==> config.mk <==
export PLATFORM = sky130hd
export DESIGN_NAME = egress_rr_merger
export DESIGN_NICKNAME = d
export VERILOG_FILES = /design/src/rtl/egress_rr_merger_pkg.sv /design/src/rtl/egress_rr_merger_rr_arbiter4.sv /design/src/rtl/egress_rr_merger.sv
export SDC_FILE = /design/constraint.sdc
export NUM_CORES = 1
export LEC_CHECK = 0
export BUFFER_PORTS_ARGS = -buffer_cell sky130_fd_sc_hd__buf_2
export CORE_ASPECT_RATIO = 1.2
export CORE_UTILIZATION = 51
export CTS_BUF_LIST = sky130_fd_sc_hd__clkbuf_4 sky130_fd_sc_hd__clkbuf_8
export DETAILED_ROUTE_END_ITERATION = 8
export PLACE_DENSITY = 0.88
export SLEW_MARGIN = 20
export SYNTH_ARGS = -nofsm -noshare
export SYNTH_HDL_FRONTEND = slang
export SYNTH_HIERARCHICAL = 1
export SYNTH_SLANG_ARGS = --single-unit
==> constraint.sdc <==
create_clock -name clk -period 5.28 [get_ports clk]
set_input_delay 0.792 -clock clk [delete_from_list [all_inputs] [get_ports clk]]
set_output_delay 0.792 -clock clk [all_outputs]
set_load 0.02 [all_outputs]
==> src/rtl/egress_rr_merger_pkg.sv <==
// Shared constants and types for the egress round-robin merger.
package egress_rr_merger_pkg;

    // FIFO word width and per-channel delivered-word counter width
    localparam int DATA_WIDTH = 10;
    localparam int CNT_WIDTH  = 5;

    // Destination field inside a FIFO word
    localparam int DEST_HI = 9;
    localparam int DEST_LO = 8;

    // Merger FSM encoding
    typedef enum logic [1:0] {
        ST_IDLE = 2'd0,
        ST_READ = 2'd1,
        ST_WAIT = 2'd2,
        ST_HOLD = 2'd3
    } state_e;

    // Channel index to one-hot pop vector
    function automatic logic [3:0] onehot4(input logic [1:0] ch);
        return 4'b0001 << ch;
    endfunction

endpackage

==> src/rtl/egress_rr_merger_rr_arbiter4.sv <==
// Four-way round-robin arbiter, purely combinational.
// The search starts at last_grant+1 and wraps, so the last winner has lowest priority.
module rr_arbiter4 (
    input  logic [3:0] req_i,
    input  logic [1:0] last_grant_i,
    output logic [1:0] grant_o,
    output logic       any_req_o
);

    // first requesting channel after last_grant, last_grant itself checked last
    always_comb begin
        logic [1:0] cand;
        grant_o   = last_grant_i;
        any_req_o = 1'b0;
        cand      = 2'd0;
        for (int i = 1; i <= 4; i++) begin
            cand = last_grant_i + 2'(i);
            if (!any_req_o && req_i[cand]) begin
                any_req_o = 1'b1;
                grant_o   = cand;
            end
        end
    end

endmodule

==> src/rtl/egress_rr_merger.sv <==
// Egress round-robin merger: drains FIFOs 4..7 through one-cycle pop strobes and
// presents each word on a valid/ready stream tagged with its source channel.
// Words whose destination field disagrees with the source channel set a sticky flag.
// Optional feature macro EGRESS_CNT_EN: per-channel delivered-word counters with
// idx/req readout; without it the readout outputs are tied low.
module egress_rr_merger
    import egress_rr_merger_pkg::*;
(
    input  logic                  clk,
    input  logic                  reset,
    input  logic                  empty4,
    input  logic                  empty5,
    input  logic                  empty6,
    input  logic                  empty7,
    input  logic [DATA_WIDTH-1:0] FIFO_data_out4,
    input  logic [DATA_WIDTH-1:0] FIFO_data_out5,
    input  logic [DATA_WIDTH-1:0] FIFO_data_out6,
    input  logic [DATA_WIDTH-1:0] FIFO_data_out7,
    output logic                  pop4,
    output logic                  pop5,
    output logic                  pop6,
    output logic                  pop7,
    input  logic                  out_ready,
    output logic                  out_valid,
    output logic [DATA_WIDTH-1:0] out_data,
    output logic [1:0]            out_src,
    output logic                  err_dest,
    output logic                  IDLE,
    input  logic [1:0]            idx,
    input  logic                  req,
    output logic [CNT_WIDTH-1:0]  contador_out,
    output logic                  valid_contador
);

    state_e                  state_q, state_d;
    logic [1:0]              grant_q, grant_d;
    logic [1:0]              last_grant_q;
    logic [3:0]              pop_q, pop_d;
    logic                    out_valid_q;
    logic [DATA_WIDTH-1:0]   out_data_q;
    logic [1:0]              out_src_q;
    logic                    err_q;

    logic [3:0]              fifo_req;
    logic [1:0]              arb_last;
    logic [1:0]              arb_grant;
    logic                    arb_any;
    logic                    load;
    logic                    xfer;
    logic [DATA_WIDTH-1:0]   rd_word;

    assign fifo_req = ~{empty7, empty6, empty5, empty4};

    // While holding, the word being transferred is the most recent winner even
    // though last_grant only updates on that same edge.
    assign arb_last = (state_q == ST_HOLD) ? grant_q : last_grant_q;

    rr_arbiter4 u_arb (
        .req_i        (fifo_req),
        .last_grant_i (arb_last),
        .grant_o      (arb_grant),
        .any_req_o    (arb_any)
    );

    // read-data mux for the granted FIFO
    always_comb begin
        rd_word = FIFO_data_out4;
        case (grant_q)
            2'd0: rd_word = FIFO_data_out4;
            2'd1: rd_word = FIFO_data_out5;
            2'd2: rd_word = FIFO_data_out6;
            2'd3: rd_word = FIFO_data_out7;
            default: rd_word = FIFO_data_out4;
        endcase
    end

    // FSM next state, grant selection and pop strobe
    always_comb begin
        state_d = state_q;
        grant_d = grant_q;
        pop_d   = '0;
        load    = 1'b0;
        xfer    = 1'b0;
        case (state_q)
            ST_IDLE: begin
                if (arb_any) begin
                    state_d = ST_READ;
                    grant_d = arb_grant;
                    pop_d   = onehot4(arb_grant);
                end
            end
            ST_READ: state_d = ST_WAIT;
            ST_WAIT: begin
                load    = 1'b1;
                state_d = ST_HOLD;
            end
            ST_HOLD: begin
                if (out_ready) begin
                    xfer = 1'b1;
                    if (arb_any) begin
                        state_d = ST_READ;
                        grant_d = arb_grant;
                        pop_d   = onehot4(arb_grant);
                    end else begin
                        state_d = ST_IDLE;
                    end
                end
            end
            default: state_d = ST_IDLE;
        endcase
    end

    // FSM state, grant and pop registers
    always_ff @(posedge clk or negedge reset) begin
        if (!reset) begin
            state_q      <= ST_IDLE;
            grant_q      <= 2'd0;
            last_grant_q <= 2'd3;
            pop_q        <= '0;
        end else begin
            state_q <= state_d;
            grant_q <= grant_d;
            pop_q   <= pop_d;
            if (xfer) last_grant_q <= grant_q;
        end
    end

    // egress output register and sticky destination check
    always_ff @(posedge clk or negedge reset) begin
        if (!reset) begin
            out_valid_q <= 1'b0;
            out_data_q  <= '0;
            out_src_q   <= 2'd0;
            err_q       <= 1'b0;
        end else if (load) begin
            out_valid_q <= 1'b1;
            out_data_q  <= rd_word;
            out_src_q   <= grant_q;
            if (rd_word[DEST_HI:DEST_LO] != grant_q) err_q <= 1'b1;
        end else if (xfer) begin
            out_valid_q <= 1'b0;
        end
    end

    assign {pop7, pop6, pop5, pop4} = pop_q;
    assign out_valid = out_valid_q;
    assign out_data  = out_data_q;
    assign out_src   = out_src_q;
    assign err_dest  = err_q;
    assign IDLE      = (state_q == ST_IDLE) && (fifo_req == 4'b0000);

`ifdef EGRESS_CNT_EN
    logic [3:0][CNT_WIDTH-1:0] cnt_q;
    logic [CNT_WIDTH-1:0]      cnt_rd_q;
    logic                      cnt_vld_q;

    // per-channel delivered-word counters, wrapping
    always_ff @(posedge clk or negedge reset) begin
        if (!reset) cnt_q <= '0;
        else if (xfer) cnt_q[grant_q] <= cnt_q[grant_q] + CNT_WIDTH'(1);
    end

    // readout samples the pre-edge count, so a same-edge increment is not seen
    always_ff @(posedge clk or negedge reset) begin
        if (!reset) begin
            cnt_rd_q  <= '0;
            cnt_vld_q <= 1'b0;
        end else begin
            cnt_vld_q <= req;
            if (req) cnt_rd_q <= cnt_q[idx];
        end
    end

    assign contador_out   = cnt_rd_q;
    assign valid_contador = cnt_vld_q;
`else
    logic unused_cnt_in;
    assign unused_cnt_in  = ^{idx, req};
    assign contador_out   = '0;
    assign valid_contador = 1'b0;
`endif

endmodule

Yosys cells after proc, flatten, opt, wreduce, memory -nomap -nowiden. Cells that the tools add are included.

Add/sub/neg operators: 3. Magnitude comparators: 4. Eq/ne operators: 9. Shift operators: 1. Multiplexer cells: 33. Bitwise gates (word level): 1. Reduce and logical (&&, ||, !) cells: 15.

Operator list (number): 10-bit case mux with 4 select lines (1); 2-bit 2-to-1 mux (9); 1-bit 2-to-1 mux (14); 2-bit by 3-bit less-than comparator with 1-bit output (second input constant) (4); 1-bit binary-select mux with 2-bit select (4); 2-bit == test (second input constant) (4); 4-bit 2-to-1 mux (2); 2-bit case mux with 4 select lines (1); 4-bit case mux with 2 select lines (1); 2-bit AND reduction (3); 2-bit adder (second input constant) (2); 2-bit by 1-bit == test with 1-bit output (second input constant) (2); 1-bit logical AND (4); 2-bit logical NOT (2); 4-bit logical NOT (1); 2-bit inequality test (second input constant) (2); 4-bit inverter (1); 2-bit case mux with 2 select lines (1); 2-bit nonzero test (2); 1-bit by 2-bit << shifter with 4-bit output (first input constant) (1); 1-bit logical NOT (3); 2-bit by 1-bit adder with 2-bit output (second input constant) (1); 2-bit inequality test (1).

Register bits: 24. Output and inout port bits: 25.

Longest topological paths before layout. Gate-level depths: netlist of the first run.

Depth after elaboration: 19. Mapped depth: 8. Depth with buffers taken out: 7.

Modules after synthesis. The synthesis of the first run kept the hierarchy.

Modules (own cells, without submodules): egress_rr_merger (instances 1, cells each 107, area each 1395.1 µm²); rr_arbiter4 (instances 1, cells each 14, area each 82.6 µm²).

Worst setup path after synthesis of the first run. OpenSTA, ideal clock, no wires.

Path kind: input to output. From: input port empty4. To: output port IDLE. Data arrival time: 1.358 ns. Setup slack: 3.130 ns. Stages on the path: 2. Path through: inv_1 nor3_1.

Cells in the longest elaborated chain, start to end: 3.

Ends and longest elaborated chain: start, declared (RTL line egress_rr_merger.sv:11) `input logic empty4,`; 4-bit inverter (RTL line egress_rr_merger.sv:52) `assign fifo_req = ~{empty7, empty6, empty5, empty4};`; 4-bit logical NOT (RTL line egress_rr_merger.sv:150) `assign IDLE = (state_q == ST_IDLE) && (fifo_req == 4'b0000);`; 1-bit logical AND (RTL line egress_rr_merger.sv:150); end, declared (RTL line egress_rr_merger.sv:28) `output logic IDLE,`.

Every way passes these cells.

Worst setup path after layout of the first run.
From: register state_q[0]. To: output port IDLE.

Cells in the longest elaborated chain, start to end: 2.

Ends and longest elaborated chain: start, declared (RTL line egress_rr_merger.sv:35) `state_e state_q, state_d;`; start signal, assigned (RTL line egress_rr_merger.sv:121) `state_q <= state_d;`; 2-bit logical NOT (RTL line egress_rr_merger.sv:150); 1-bit logical AND (RTL line egress_rr_merger.sv:150).

Every way passes these cells.

==> out/metrics.cfg, run 1 <==
[status]
status = finished, final reports clean

[layout]
layout_commonest_cell = buf_2
drive_gt1_share_pct = 52.72
area_delta_synth_final_pct = 23.45
layout.nets = 238
antennaDiodeCount = 0
fillers = 198
final_cells = 218
layout_common_cells = buf_2, dfrtp_1, inv_1

[job]
maxCapViolCount = 0

[die]
core_area_mm2 = 0.002759
die_x_um = 51.14
io_pins = 75
die_area_mm2 = 0.003117
start_util_pct = 53.56
die_h_um = 60.97
rows = 21

[global_route]
grt-ovfl-total = 0
grt_usage_pct = 22.71
grt_pass1_vias = 1146
grt_max_degree = 25
grt_pass1_wl_mm = 5.126
antenna_found_initial = 0

[pwr]
power_frac_seq_pct = 34.5
power.share.combinational_pct = 56.9
ir_drop_uv = 312.0
p_leak_uw = 0.0009250
p_switching_uw = 443.6
pwr-share-clk_pct = 8.6
power.internal_uw = 640.7
power.share.switching_pct = 40.91
powerDensity_mw_per_mm2 = 594.4

[worst_setup_path]
worstPathRequired_ns = 4.49
cp.arrival_ns = 1.57
worstSetupStartpoint = state_q[0]$_DFFE_PN0P_
reg2reg_slack_ns = 3.15
critPathLaunchType = flip-flop
r2r-start = state_q[1]$_DFFE_PN0P_
critPathKind = flip-flop to primary output
critPathCaptureType = primary output
r2r_end = grant_q[0]$_DFFE_PN0P_
reg2regPathDepth = 5
critPathMaxFanout = 6

[drt]
wl_per_cell_um = 15.85
first_pass_iters = 4
wl_mm = 3.456
drc_errors = 0
vias = 1202
via_per_inst = 5.514
ant_nets = 0
drt-initial-drc-count = 38

[clock_network]
clock_latency_ns = 0.30
holdBufCountCts = 0
cts-resized-gates = 0
cts_max_path_buffers = 2
cts_htree_levels = 1
clock-sinks = 24
post_cts_buffers = 0
cts_tree = yes
cts_made_buffers = 3
clk_pin_slew_ns = 0.12
root_buffer = clkbuf_4

[sta]
achievable-frequency_ghz = 0.4238
setup_viol = 0
holdWs_ns = 0.4586
hold_viol = 0
finClkSkew_ns = 0.002582
period_needed_ns = 2.360
worstMarginPinSlew_ns = 0.7979
finalCritPeriodShare_pct = 44.69
finalSetupTns_ns = 0
rsz0062_at_grt = no
slew_viol_final = 0
slew-limit-headroom_pct = 46.81

[placed_design]
portBuffers = 65
placedCellCount = 214
place_hpwl_mm = 2.753
routabilityCongestion = 0.7421

[synthesis]
synth_ff_type = dfrtp_1
syn_avg_cell_area_um2 = 12.21
synth_area_leaders = dfrtp_1, mux4_2, mux2_4, mux2_2, inv_1
synth_top_cell_by_area = dfrtp_1
yosysTopAreaCellShare_pct = 37.26
synthesis.area_mm2 = 0.001478
ys_seq_area_share_pct = 40.81
async_reset_ff_share_pct = 100.0
yosysWarnings = 6
synth_cell_type_count = 33
synth_cells = 121
ys_ff_latch = 24
synth_edf_count = 0

[hold_path]
min_path_type = primary input to async pin

## critical path, cell delays in order, from the launching register on
cell,delay (ns)
dfrtp_1,0.45
inv_1,0.13
ha_1,0.27
nand3_1,0.10
nor3_1,0.14
buf_2,0.19
## power by group through the flow
stage               registers, uW  logic [uW]  clock network, uW
floorplan                     401         443                  0
global placement              371         584                  0
detailed placement            380         612                  0
CTS                           376         616               96.5
global route                  390         664                107
finish                        374         617               93.0
## layout make-up
| type | count | area [um2] | area share [%] |
|---|---|---|---|
| multi-input combinational | 76 | 760.7 | 41.70 |
| sequential | 24 | 603.1 | 33.06 |
| timing repair buffer | 65 | 325.3 | 17.83 |
| inverter | 15 | 56.30 | 3.086 |
| tap | 34 | 42.54 | 2.332 |
| clock buffer | 4 | 36.28 | 1.989 |
## metal layers
layer / share of wire [%] / global-route usage, %
met1: 39 / 27.32
met2: 51 / 41.54
met3: 7.8 / 3.008
met4: 1.3 / 8.333
met5: 0 / 0
## cell usage after synthesis, types with 2 or more instances
master / instances
a21o_1: 2
a21oi_1: 2
a31oi_1: 4
buf_2: 4
buf_4: 6
dfrtp_1: 22
dfstp_2: 2
ha_1: 3
inv_1: 15
mux2_1: 3
mux2_2: 9
mux2_4: 7
mux4_2: 10
nand2_1: 2
nand2b_1: 3
nor2_1: 3
nor3_1: 6
o21ai_0: 3
## stage by stage
step	utilization (%)	setup slack [ns]	total power (uW)	area, um2
2_1_floorplan	-	3.130	844.3	1496
6_report	66.12	2.920	1084	1824
3_3_place_gp	64.81	3.113	954.6	1788
4_1_cts	66.12	2.913	1088	1824
5_1_grt	66.12	2.816	1161	1824
3_5_place_dp	64.81	3.088	992.3	1788
## kinds of logic after synthesis
| logic type | after synthesis | share of synthesized area (%) |
|---|---|---|
| AO/OA/AOI/OAI | 17 | 7.790 |
| adder cells (fa/ha/maj) | 3 | 2.540 |
| buffers and inverters | 26 | 8.975 |
| flip-flops | 24 | 40.81 |
| multiplexers | 30 | 32.18 |
| other | 1 | 0.2538 |
| AND/OR/NAND/NOR | 20 | 7.452 |
## state kept, by name, summed over array words and instances (netlist names)
name and count:
pop_q 4, out_src 2, out_data 10, grant_q 2, state_q 2, out_valid 1, last_grant_q 2, err_dest 1
## how the worst max path moves through the flow
stage / cells after the start / end / slack (ns)
global route: 5 / IDLE / 2.82
detailed placement: 6 / grant_q[0]$_DFFE_PN0P_ / 3.09
CTS: 5 / IDLE / 2.91
global placement: 6 / grant_q[0]$_DFFE_PN0P_ / 3.11
floorplan: 2 / IDLE / 3.13
finish: 5 / IDLE / 2.92
(Power assumes the default switching activity.)
==> run 2: changes to the inputs <==
--- a/config.mk
+++ b/config.mk
@@ -7,10 +7,10 @@
 export LEC_CHECK = 0
 export BUFFER_PORTS_ARGS = -buffer_cell sky130_fd_sc_hd__buf_2
 export CORE_ASPECT_RATIO = 1.2
-export CORE_UTILIZATION = 51
+export CORE_UTILIZATION = 42
 export CTS_BUF_LIST = sky130_fd_sc_hd__clkbuf_4 sky130_fd_sc_hd__clkbuf_8
 export DETAILED_ROUTE_END_ITERATION = 8
-export PLACE_DENSITY = 0.88
+export PLACE_DENSITY = 0.78
 export SLEW_MARGIN = 20
 export SYNTH_ARGS = -nofsm -noshare
 export SYNTH_HDL_FRONTEND = slang
==> constraint.sdc (replaced) <==
create_clock -name clk -period 2.1 [get_ports clk]
set_input_delay 0.315 -clock clk [delete_from_list [all_inputs] [get_ports clk]]
set_output_delay 0.315 -clock clk [all_outputs]
set_load 0.02 [all_outputs]
==> out/metrics.cfg, run 2 (synthesized netlist as in run 1, its figures left out) <==
[global_route]
grt-ovfl-total = 0
grt_max_degree = 25
grt_usage_pct = 16.96
antenna_found_initial = 0
grt_pass1_wl_mm = 4.905
grt_pass1_vias = 1149

[clock_network]
clk_pin_slew_ns = 0.08
cts_max_path_buffers = 2
post_cts_buffers = 0
cts_tree = yes
cts_made_buffers = 3
clock_latency_ns = 0.26
clock-sinks = 24
root_buffer = clkbuf_8
cts_htree_levels = 1

[worst_setup_path]
cp.arrival_ns = 2.12
path_depth = 5
cp_slowest_stage_delay_ns = 0.44
critPathLaunchType = flip-flop
critPathSlowestCell = dfrtp_1
reg2regPathDepth = 5
critPathMaxFanout = 7
cp_num_buf_inv = 0
critPathKind = flip-flop to flip-flop
crit_family = multiplexers
worstPathCellList = ha_4 -> mux2_2 -> nor2b_1 -> a221o_1 -> mux2_1
critPathCaptureType = flip-flop
worstPathRequired_ns = 2.25

[sta]
period_needed_ns = 1.979
rsz0062_at_grt = no
finalCritPeriodShare_pct = 94.25
finClkSkew_ns = 0.004469
worstMarginPinSlew_ns = 0.5352
slew_viol_final = 0
setup_viol = 0
slew-limit-headroom_pct = 64.32
hold_viol = 0
holdWs_ns = 0.02410
finalSetupTns_ns = 0
achievable-frequency_ghz = 0.5053

[drt]
ant_nets = 0
wl_mm = 3.126
drc_errors = 0
first_pass_iters = 4
vias = 1158
via_per_inst = 5.147
drt-initial-drc-count = 31
wl_per_cell_um = 13.89

[job]
maxCapViolCount = 0

[pwr]
p_leak_uw = 0.0009526
totalPowerFinal_uw = 2840
ir_drop_uv = 994.3
powerDensity_mw_per_mm2 = 1500

[layout]
layout_common_cells = buf_2, dfrtp_1, inv_1
area_delta_synth_final_pct = 28.11
drive_gt1_share_pct = 54.79
final_area_mm2 = 0.001893
layout.nets = 242
fin_util_pct = 56.71
layout_commonest_cell = buf_2
antennaDiodeCount = 0
fillers = 291
largest_register_ffs = 10

[placed_design]
place_area_mm2 = 0.001822
place_hpwl_mm = 2.379
portBuffers = 65
routabilityCongestion = 0.7759

[die]
rows = 23
die_area_mm2 = 0.003760
core_area_mm2 = 0.003338
die_h_um = 66.98
die_x_um = 56.15
io_pins = 75
start_util_pct = 44.27

[hold_path]
min_path_type = primary input to async pin

[status]
status = finished, final reports clean

run 2: layout make-up:
cell class,instances,area [um2],area share (%)
repair buffers,69,355.3,18.77
flip-flops and latches,24,603.1,31.86
inverters,15,56.30,2.974
well taps,37,46.29,2.445
clock buffers,4,55.05,2.908
multi-input cells,76,777.0,41.04
run 2: metrics by stage:
| stage | setup slack (ns) | instances |
|---|---|---|
| after floorplan | 0.1732 | 126 |
| after global placement | 0.1032 | 221 |
| after detailed placement | 0.06756 | 221 |
| after CTS | 0.04682 | 225 |
| after global routing | 0.01995 | 225 |
| final | 0.1208 | 225 |
run 2: worst reg2reg max path, cell delays in order, from the launching register on:
cell and delay [ns]:
dfrtp_1 0.44, ha_4 0.20, mux2_2 0.40, nor2b_1 0.15, a221o_1 0.39, mux2_1 0.29
run 2: worst paths after layout:
path	endpoint	slack, ns	startpoint
max	grant_q[0]$_DFFE_PN0P_	0.12	state_q[0]$_DFFE_PN0P_
min reg2reg	out_valid$_DFFE_PN0P_	0.49	out_valid$_DFFE_PN0P_
min in group clk	state_q[0]$_DFFE_PN0P_	0.40	out_ready
max in group asynchronous	last_grant_q[1]$_DFFE_PN1P_	1.71	reset
max reg2reg	grant_q[0]$_DFFE_PN0P_	0.12	state_q[0]$_DFFE_PN0P_
min	out_data[1]$_DFFE_PN0P_	0.02	reset
run 2: power by group:
group	total, uW	switching (uW)	leakage (uW)	internal (uW)
logic	1720	863	0.000640	860
clock network	304	137	0.0000288	167
registers	813	112	0.000283	701
total	2840	1110	0.000953	1730
run 2: timing repair:
action                                  CTS  global route
endpoints found under the setup margin    0             3
gates resized for setup                   0             3
hold buffers                              0             0
run 2: metal layers:
| layer | wire length [um] | track usage, % |
|---|---|---|
| met2 | 1596 | 30.36 |
| met3 | 279 | 4.660 |
| met5 | 0 | 0 |
| met4 | 19 | 7.012 |
| met1 | 1231 | 19.01 |
==> run 3: changes to the inputs <==
--- a/config.mk
+++ b/config.mk
@@ -7,10 +7,10 @@
 export LEC_CHECK = 0
 export BUFFER_PORTS_ARGS = -buffer_cell sky130_fd_sc_hd__buf_2
 export CORE_ASPECT_RATIO = 1.2
-export CORE_UTILIZATION = 42
+export CORE_UTILIZATION = 47
 export CTS_BUF_LIST = sky130_fd_sc_hd__clkbuf_4 sky130_fd_sc_hd__clkbuf_8
 export DETAILED_ROUTE_END_ITERATION = 8
-export PLACE_DENSITY = 0.78
+export PLACE_DENSITY = 0.82
 export SLEW_MARGIN = 20
 export SYNTH_ARGS = -nofsm -noshare
 export SYNTH_HDL_FRONTEND = slang
==> constraint.sdc (replaced) <==
create_clock -name clk -period 2 [get_ports clk]
set_input_delay 0.3 -clock clk [delete_from_list [all_inputs] [get_ports clk]]
set_output_delay 0.3 -clock clk [all_outputs]
set_load 0.02 [all_outputs]
==> out/metrics.cfg, run 3 (synthesized netlist as in run 1, its figures left out) <==
[status]
status = finished, final reports clean

[placed_design]
placedCellCount = 219
place_hpwl_mm = 2.602
pre_cts_ws_ns = -0.02687
portBuffers = 65
routabilityCongestion = 0.7798

[layout]
fillers = 226
layout_common_cells = buf_2, dfrtp_1, inv_1
antennaDiodeCount = 0
layout.nets = 245
final_cells = 225
area_delta_synth_final_pct = 29.55
layout_commonest_cell = buf_2
largest_register_ffs = 10
drive_gt1_share_pct = 54.97

[pwr]
p_leak_uw = 0.0009677
powerDensity_mw_per_mm2 = 1615
power.internal_uw = 1884
totalPowerFinal_uw = 3092
power.share.combinational_pct = 61.3
ir_drop_uv = 984.2
p_switching_uw = 1208
pwr-share-clk_pct = 11.2
power_frac_seq_pct = 27.5
power.share.switching_pct = 39.05

[worst_setup_path]
critPathKind = flip-flop to flip-flop
r2r_end = grant_q[0]$_DFFE_PN0P_
r2r-start = state_q[1]$_DFFE_PN0P_
critPathCaptureType = flip-flop
critPathLaunchType = flip-flop
cp.arrival_ns = 2.14
reg2reg_slack_ns = 0.06
worstPathRequired_ns = 2.21
reg2regPathDepth = 6
critPathMaxFanout = 7

[die]
die_area_mm2 = 0.003373
io_pins = 75
start_util_pct = 51.13
die_x_um = 53.19
core_area_mm2 = 0.002890
rows = 21
die_h_um = 63.42

[drt]
wl_per_cell_um = 14.91
drt-initial-drc-count = 34
ant_nets = 0
drc_errors = 0
first_pass_iters = 3
wl_mm = 3.355
vias = 1218
via_per_inst = 5.413

[global_route]
grt_usage_pct = 20.38
grt_pass1_vias = 1233
grt_max_degree = 25
grt-ovfl-total = 0
grt_pass1_wl_mm = 5.057
antenna_found_initial = 0

[sta]
finalCritPeriodShare_pct = 96.77
worstMarginPinSlew_ns = 0.5243
rsz0062_at_grt = yes
hold_viol = 0
slew_viol_final = 0
setup_slack_ns = 0.06451
slew-limit-headroom_pct = 65.04
period_needed_ns = 1.935
setup_viol = 0
finClkSkew_ns = 0.005747
achievable-frequency_ghz = 0.5167

[clock_network]
cts_max_path_buffers = 2
clock-sinks = 24
clk_pin_slew_ns = 0.13
root_buffer = clkbuf_4
cts_made_buffers = 3
cts_tree = yes
clock_latency_ns = 0.31
cts_htree_levels = 1

[hold_path]
whs_endpoint = err_dest$_DFFE_PN0P_
min_from = FIFO_data_out5[8]
min_path_type = primary input to flip-flop
holdPathStages = 3

[job]
maxCapViolCount = 0

## run 3: cell types whose count changed in the layout (fill, tap and decap cells not counted)
cell           change
clkbuf_4           +3
a21oi_2            -1
dlygate4sd3_1      +1
buf_4              +2
mux2_4             +1
a21oi_1            +1
clkbuf_8           -4
ha_2               +1
ha_1               -1
mux2_2             -1
bufinv_16          +1
## run 3: area by class of cell
cell class / count / area [um2] / share of cell area [%]
clock buffers: 3 / 22.52 / 1.176
clock inverters: 1 / 30.03 / 1.569
inverters: 15 / 56.30 / 2.941
multi-input cells: 76 / 779.5 / 40.72
flip-flops and latches: 24 / 603.1 / 31.50
well taps: 34 / 42.54 / 2.222
repair buffers: 72 / 380.4 / 19.87
## run 3: per-layer routing
metal  GRT usage [%]  up-vias  share of wire, %
met5               0        -                 0
met4           8.882        0               2.1
met3           3.382        8               9.3
met2           38.29       58                50
met1           20.88      587                38
li1                -      565                 -
## run 3: worst max-delay path, cell delays in order (launching register included)
cell,delay [ns]
dfrtp_1,0.42
ha_2,0.21
mux2_4,0.34
mux2i_1,0.17
nor2_1,0.06
a221o_1,0.32
mux2_1,0.31
## run 3: power groups by stage
stage               combinational [uW]  clock, uW  sequential [uW]
finish                            1900        347              850
global route                      2050        364              878
CTS                               1860        353              847
detailed placement                1830          0              862
global placement                  1740          0              843
floorplan                         1170          0             1060
## run 3: what timing repair did
action                                  CTS  global route
gates resized for setup                   0             4
setup buffers                             1             0
hold buffers                              1             0
cloned                                    0             0
endpoints found under the setup margin    1             4
endpoints found under the hold margin    22             0
pin swaps                                 0             0
## run 3: how the worst max path moves through the flow
stage                            from                endpoint  slack [ns]  depth (start not counted)
3_5_place_dp   state_q[0]$_DFFE_PN0P_  grant_q[0]$_DFFE_PN0P_       -0.03                          6
4_1_cts        state_q[1]$_DFFE_PN0P_  grant_q[0]$_DFFE_PN0P_       0.005                          5
2_1_floorplan  state_q[1]$_DFFE_PN0P_  grant_q[0]$_DFFE_PN0P_        0.07                          5
3_3_place_gp   state_q[0]$_DFFE_PN0P_  grant_q[0]$_DFFE_PN0P_        0.07                          5
5_1_grt        state_q[1]$_DFFE_PN0P_  grant_q[0]$_DFFE_PN0P_      -0.003                          6
6_report       state_q[1]$_DFFE_PN0P_  grant_q[0]$_DFFE_PN0P_        0.06                          6
## run 3: per-stage QoR
stage / instance area (um2) / utilization, % / hold slack [ns] / TNS (ns)
final: 1914 / 66.23 / 0.3230 / 0
after global routing: 1914 / 66.23 / 0.3390 / -0.002584
after CTS: 1896 / 65.58 / 0.3165 / 0
after detailed placement: 1826 / 63.16 / 0.3085 / -0.02687
after global placement: 1826 / 63.16 / 0.3061 / 0
after floorplan: 1496 / - / 0.004409 / 0
